<file path="src/rtl/datapath_pkg.sv">
// rtl/datapath_pkg.sv - shared datapath widths and the fetch entry type
package datapath_pkg;

  localparam int WORD_W = 32;

  // One queued fetch: the instruction word and the PC it came from.
  typedef struct packed {
    logic [WORD_W-1:0] instr;
    logic [WORD_W-1:0] pc;
  } fetch_t;

endpackage

</file>
<file path="src/rtl/fetch_queue.sv">
// rtl/fetch_queue.sv - instruction fetch queue between fetch unit and dispatch (optional FETCH_QUEUE_BYPASS_EN empty-queue bypass)
module fetch_queue
  import datapath_pkg::*;
#(
  parameter int DEPTH = 4
) (
  input  logic                     CLK,
  input  logic                     nRST,
  input  logic                     imem_valid,
  input  logic [WORD_W-1:0]        imem_instr,
  input  logic [WORD_W-1:0]        imem_pc,
  output logic                     imem_ready,
  output logic                     fetch_valid,
  output logic [WORD_W-1:0]        fetch_instr,
  output logic [WORD_W-1:0]        fetch_pc,
  input  logic                     dispatch_ready,
  input  logic                     branch_miss,
  output logic [$clog2(DEPTH):0]   count
);

  localparam int AW = $clog2(DEPTH);
  localparam int PW = AW + 1;

  fetch_t          mem [DEPTH];
  logic [PW-1:0]   wptr;
  logic [PW-1:0]   rptr;
  logic            full;
  logic            empty;
  logic            do_enq;
  logic            do_deq;
  logic            bypass;
  fetch_t          head;

  // Occupancy flags from registered pointers only; the wrap bit separates full from empty.
  always_comb begin
    empty = (wptr == rptr);
    full  = (wptr[AW-1:0] == rptr[AW-1:0]) && (wptr[AW] != rptr[AW]);
    count = wptr - rptr;
    head  = mem[rptr[AW-1:0]];
  end

`ifdef FETCH_QUEUE_BYPASS_EN
  // Empty queue forwards the incoming word straight to dispatch; if dispatch takes it, it is never stored.
  always_comb begin
    bypass      = empty && imem_valid && !branch_miss;
    imem_ready  = !full && !branch_miss;
    fetch_valid = (!empty || imem_valid) && !branch_miss;
    fetch_instr = bypass ? imem_instr : head.instr;
    fetch_pc    = bypass ? imem_pc    : head.pc;
    do_enq      = imem_valid && imem_ready && !(bypass && dispatch_ready);
    do_deq      = !empty && !branch_miss && dispatch_ready;
  end
`else
  // Registered-only output path: a written entry becomes visible the cycle after the write edge.
  always_comb begin
    bypass      = 1'b0;
    imem_ready  = !full && !branch_miss;
    fetch_valid = !empty && !branch_miss;
    fetch_instr = head.instr;
    fetch_pc    = head.pc;
    do_enq      = imem_valid && imem_ready;
    do_deq      = fetch_valid && dispatch_ready;
  end
`endif

  // Pointer update; a branch miss empties the queue and wins over any enqueue/dequeue.
  always_ff @(posedge CLK or negedge nRST) begin
    if (!nRST) begin
      wptr <= '0;
      rptr <= '0;
    end else if (branch_miss) begin
      wptr <= '0;
      rptr <= '0;
    end else begin
      if (do_enq) wptr <= wptr + 1'b1;
      if (do_deq) rptr <= rptr + 1'b1;
    end
  end

  // Entry storage; cleared on reset so the idle head reads as zero.
  always_ff @(posedge CLK or negedge nRST) begin
    if (!nRST) begin
      for (int i = 0; i < DEPTH; i++) mem[i] <= '0;
    end else if (do_enq) begin
      mem[wptr[AW-1:0]] <= '{instr: imem_instr, pc: imem_pc};
    end
  end

endmodule

</file>
<file path="config.mk">
export PLATFORM = sky130hd
export DESIGN_NAME = fetch_queue
export DESIGN_NICKNAME = d
export VERILOG_FILES = /design/src/rtl/datapath_pkg.sv /design/src/rtl/fetch_queue.sv
export SDC_FILE = /design/constraint.sdc
export NUM_CORES = 1
export LEC_CHECK = 0
export ABC_CLOCK_PERIOD_IN_PS = 3600
export BUFFER_PORTS_ARGS = -buffer_cell sky130_fd_sc_hd__buf_2
export CORE_UTILIZATION = 50
export CTS_CLUSTER_DIAMETER = 150
export DETAILED_ROUTE_END_ITERATION = 16
export PLACE_DENSITY = 0.78
export SLEW_MARGIN = 5
export SYNTH_ARGS = -nofsm -noshare
export SYNTH_HDL_FRONTEND = slang
export SYNTH_SLANG_ARGS = --single-unit
</file>
<file path="constraint.sdc">
create_clock -name CLK -period 3.6 [get_ports CLK]
set_clock_uncertainty 0.1 [all_clocks]
set_input_delay 0.54 -clock CLK [delete_from_list [all_inputs] [get_ports CLK]]
set_output_delay 0.54 -clock CLK [all_outputs]
set_load 0.1 [all_outputs]
</file>
Word-level counts from Yosys, hierarchy flattened

Cells that the tools add are included.

Register bits: 262
Input port bits: 69
Output and inout bits: 69
Logic and storage cells: 42

Add/subtract/negate cells: 3
Magnitude comparators: 3
Equal/unequal tests: 3
Mux-type cells: 10
Bitwise gates (word level): 2
Reductions and logical operators: 11

Operators with widths:

| operator                                                    | count |
|---|---|
| bitwise mux 256 bit                                         | 1 |
| two-way mux 64 bit                                          | 3 |
| binary-select mux 64 bit (select 2 bit)                     | 1 |
| demux 64 bit (select 2 bit)                                 | 1 |
| two-way mux 3 bit                                           | 4 |
| adder 3 x 1 -> 3 bit (second input constant)                | 2 |
| >= comparator 3 bit (second input constant)                 | 2 |
| logical AND 1 bit                                           | 6 |
| NOT 2 -> 3 bit                                              | 2 |
| nonzero test 2 bit                                          | 2 |
| == test 3 bit                                               | 1 |
| logical NOT 1 bit                                           | 3 |
| less-than comparator 3 x 1 -> 1 bit (second input constant) | 1 |
| subtractor 3 bit                                            | 1 |
| == test 2 bit                                               | 1 |
| != test 1 bit                                               | 1 |

Depth between registers and ports, before layout

Word-level depth: 7
Gate-level depth with buffers: 9
Depth with buffers taken out: 5

Least setup slack after synthesis

No wires, ideal clock.

Kind: reg-to-output
Start: reg rptr[1]
End: out imem_ready
Data arrival time: 3.278 ns
Data required time: 2.960 ns
Slack: -0.318 ns
Stages on the path, launching flop included: 8
Buffers on the path: 3
Cell sequence: dfrtp_1 clkbuf_1 clkbuf_1 inv_1 ha_1 and2_1 buf_2 a21oi_1

Word-level cells in the longest chain between the ends: 4

RTL lines:

| what                   | line              | source |
|---|---|---|
| start, declared        | fetch_queue.sv:26 | `logic [PW-1:0] rptr;` |
| start signal, assigned | fetch_queue.sv:76 | `if (do_deq) rptr <= rptr + 1'b1;` |
| == test 2 bit          | fetch_queue.sv:37 | `full = (wptr[AW-1:0] == rptr[AW-1:0]) && (wptr[AW] != rptr[AW]);` |
| logical AND 1 bit      | fetch_queue.sv:37 |  |
| logical NOT 1 bit      | fetch_queue.sv:57 | `imem_ready = !full && !branch_miss;` |
| logical AND 1 bit      | fetch_queue.sv:57 |  |
| end, declared          | fetch_queue.sv:12 | `output logic imem_ready,` |

No other way between the ends.

Final worst setup path

Start: reg rptr[1]
End: out fetch_instr[27]

Word-level cells in the longest chain between the ends: 4

RTL lines:

| what                                                   | line              | source |
|---|---|---|
| NOT 2 -> 3 bit (implied by the code)                   | fetch_queue.sv:39 | `head = mem[rptr[AW-1:0]];` |
| binary-select mux 64 bit (select 2 bit)                | fetch_queue.sv:39 |  |
| two-way mux 64 bit (implied by the code) (2 in series) | fetch_queue.sv:39 |  |
| end, declared                                          | fetch_queue.sv:14 | `output logic [WORD_W-1:0] fetch_instr,` |

No other way between the ends. The select of a mux whose other input is x is not followed.

==> metrics.md <==
| Metric | Value |
|---|---|
| Run status | completed |
| Worst voltage drop across the vdd grid | 0.7469 mV |
| Number of endpoints failing setup at the final stage | 0 |
| #FFs+latches synth | 262 |
| Overall global routing resource usage | 19.91% |
| First-pass GRT wire length | 37740 µm |
| CTS tree | built |
| Fraction of final layout cells sized beyond drive strength 1 | about 60% |
| Starting utilization of the core area | roughly half |
| Post-route minimum period | 3.157 ns |
| Number of vias per cell after detailed routing | 5.637 |
| Portion of the post-synthesis area used by sequential elements | 56.40% |
| Ant. Diodes | 0 |
| Number of endpoints with negative hold slack in the final report | 0 |
| Unrepaired setup endpoints after global routing | false |
| Die width | 154.5 µm |
| Number of DRC markers after the initial detailed-route iteration | 228 |
| Chain of cells forming the critical path | buf_4, mux4_2, buf_2 |
| Antenna viol nets, final | 0 |
| Slew headroom | 33.76% |
| Required @ worst endpoint | 2.96 ns |
| Share of Yosys cell area claimed by the top area cell type | approximately 56% |
| Nets in the synthesized netlist | between 700 and 800 |
| Arrival time of data at the critical path endpoint | 2.52 ns |
| PwrDens | 974.9 nW/µm² |
| I/O pins | roughly 140 |
| Largest stage delay on the critical path | 0.77 ns |
| Largest net degree at the start of global routing | 100 |
| Vert. Die Dim | 154.5 µm |
| Final routed wire length divided by cell count | 19.90 µm |
| Most area-consuming cells after synthesis | dfrtp_1 (56%), mux2_2 (22%), mux4_2 (12%), mux2_1 (2.0%), mux2_4 (1.3%) |
| Global route total overflow | 0 |
| Post-detail-place hpwl | 13880 µm |
| Via total after detailed routing | around 6300 |
| Most common library cell in the layout ignoring fill and taps | dfrtp_1 |
| Total number of clock tree sinks | 262 |
| Number of distinct standard cells referenced by the synthesized netlist | 28 |
| Max-slew violations | 0 |
| Synth Instances | 675 |
| Worst Tran Pin Value | just under 1 ns |
| Root Buffer Master | clkbuf_16 |
| Final GP Congestion | 0.7677 |
| Clk Latency, worst-skew pair | 0.52 ns |
| Setup slack after layout | 0.4430 ns |
| Synth warnings | 0 |
| Site row count | 55 |
| Worst setup path class | reg2out |
| Number of maximum-capacitance violations | 0 |
| Number of cells in the design after placement | 1073 |
| Worst-path fanout max | 65 |
| Total negative setup slack | 0 ns |
| Buffers from clock root to sink, at most | 3 |
| Multi-input combinational cell area | approximately 4800 µm² |
| F_max | 0.3168 GHz |
| Share of the clock period used by the worst path after layout | 87.69% |
| Endpoint class of the critical path | output pin |
| Wirelength, routed | 22390 µm |
| Cell taking the most area after synthesis | dfrtp_1 |
| Die area | about 24000 µm² |
| Floorplan core area | 22710 µm² |
| Fill cells | 1744 |
| First drt pass iteration count | 4 |
| Final-stage net count | 896 |
| Quantity of I/O buffers inserted on ports | 137 |
| Number of clock buffers inserted by TritonCTS | 28 |
| DRC violation count after routing | 0 |
| Synthesized area per cell | around 17 µm² |
| Clock-pin slew of the registers on the worst-case setup and hold paths | 0.06 ns |
| Static Leakage | 0.006053 µW |
| Min-Delay Path Class | in2reg |
| Area of all sequential standard cells | 6561 µm² |
| Nature of the critical path startpoint | flip-flop |
| Level count of the clock H-tree | 1 |
| Vias in the first global route | around 7000 |
| P&R area growth vs syn | 16.99% |
| Leading cell types in the layout, fill and taps excluded | dfrtp_1 (260), mux2_2 (228), buf_2 (136) |
| Synthesized cell area | about 12000 µm² |
| DP Worst Slack | about 0.95 ns |
| Initial antenna violation count | 1 |
| Count of non-filler cells in the finished layout | 1125 |
| Critical-path top delay cell | buf_4 |
[what timing repair did]
action | 4_1_cts | 5_1_grt
gates resized for setup | 0 | 0
endpoints found under the hold margin | 75 | 0
setup endpoints to repair | 0 | 0
hold buffers | 1 | 0
buffers inserted | 0 | 0
[critical path, delay by kind of cell, from the launching register on]
family,cells,cell delay [ns]
buffers and inverters,2,1.21
DFF,1,0.36
muxes,1,0.40
[through the flow]
stage | power [µW] | util [%] | hold slack [ns] | area, µm²
finish | 13260 | 59.88 | 0.1755 | 13600
global route | 13840 | 59.88 | 0.1672 | 13600
CTS | 13390 | 59.88 | 0.1587 | 13600
detailed placement | 10500 | 55.64 | 0.3700 | 12640
floorplan | 9700 | - | 0.1444 | 11630
global placement | 10360 | 55.64 | 0.3646 | 12640
[state kept, by name, summed over array words and instances, names as in the netlist]
name and count:
wptr 3, rptr 3, mem 256
[routing by layer]
layer  global-route usage, %  vias to the layer above  part of all wire [%]
li1                        -                     2803                     -
met1                   28.00                     3382                    45
met2                   32.73                      115                    49
met3                   3.110                       40                   4.0
met4                   4.903                        2                   2.0
met5                       0                        -                 0.058
[final timing paths]
check / from / endpoint / slack [ns] / cells after the start
min in group asynchronous: nRST / mem[233]$_DFFE_PN0P_ / 0.53 / 2
worst min-delay path: imem_pc[17] / mem[17]$_DFFE_PN0P_ / 0.18 / 2
max in group asynchronous: nRST / mem[197]$_DFFE_PN0P_ / 1.92 / 3
worst max register to register: rptr[0]$_DFFE_PN0P_ / mem[228]$_DFFE_PN0P_ / 0.99 / 5
worst max-delay path: rptr[1]$_DFFE_PN0P_ / fetch_instr[27] / 0.44 / 3
worst min register to register: mem[121]$_DFFE_PN0P_ / mem[121]$_DFFE_PN0P_ / 0.38 / 1
[cells in the mapped netlist]
cell type and number:
a211oi_1 1, a211oi_4 4, a21boi_0 1, a21oi_1 2, a311o_1 1, and2_1 1, buf_1 1, buf_2 19
buf_6 13, clkbuf_1 9, dfrtp_1 262, fa_1 1, ha_1 7, inv_1 7, mux2_1 21, mux2_2 228
mux2_4 10, mux2i_1 1, mux4_2 64, nand2_1 7, nor2_1 6, nor2b_1 2, nor4bb_1 1, o2111ai_1 1
o21a_1 2, o31ai_1 1, xnor2_1 1, xor2_2 1
[power breakdown]
group	internal (µW)	total, µW	switching, µW
registers	4060	4610	555
logic	1820	5790	3970
clock network	1730	2860	1130
total	7610	13300	5650
[cell families after synthesis]
logic type | after synthesis | share of synthesized area (%)
and+or+nand+nor | 17 | 0.6674
DFF | 262 | 56.40
xor gates and xnor gates | 2 | 0.2153
muxes | 324 | 37.90
AOI/OAI and AO/OA | 13 | 1.260
buffers and inverters | 49 | 2.626
adders and majority gates | 8 | 0.9257
[cell type report]
class                   count  share of cell area, %
well taps                 285                  2.622
clock inverters             5                 0.2392
inverters                   7                 0.1932
clock buffers              46                  6.763
multi-input cells         364                  35.10
repair buffers            156                  6.827
flip-flops and latches    262                  48.25
Power figures use the tool's default switching activity.
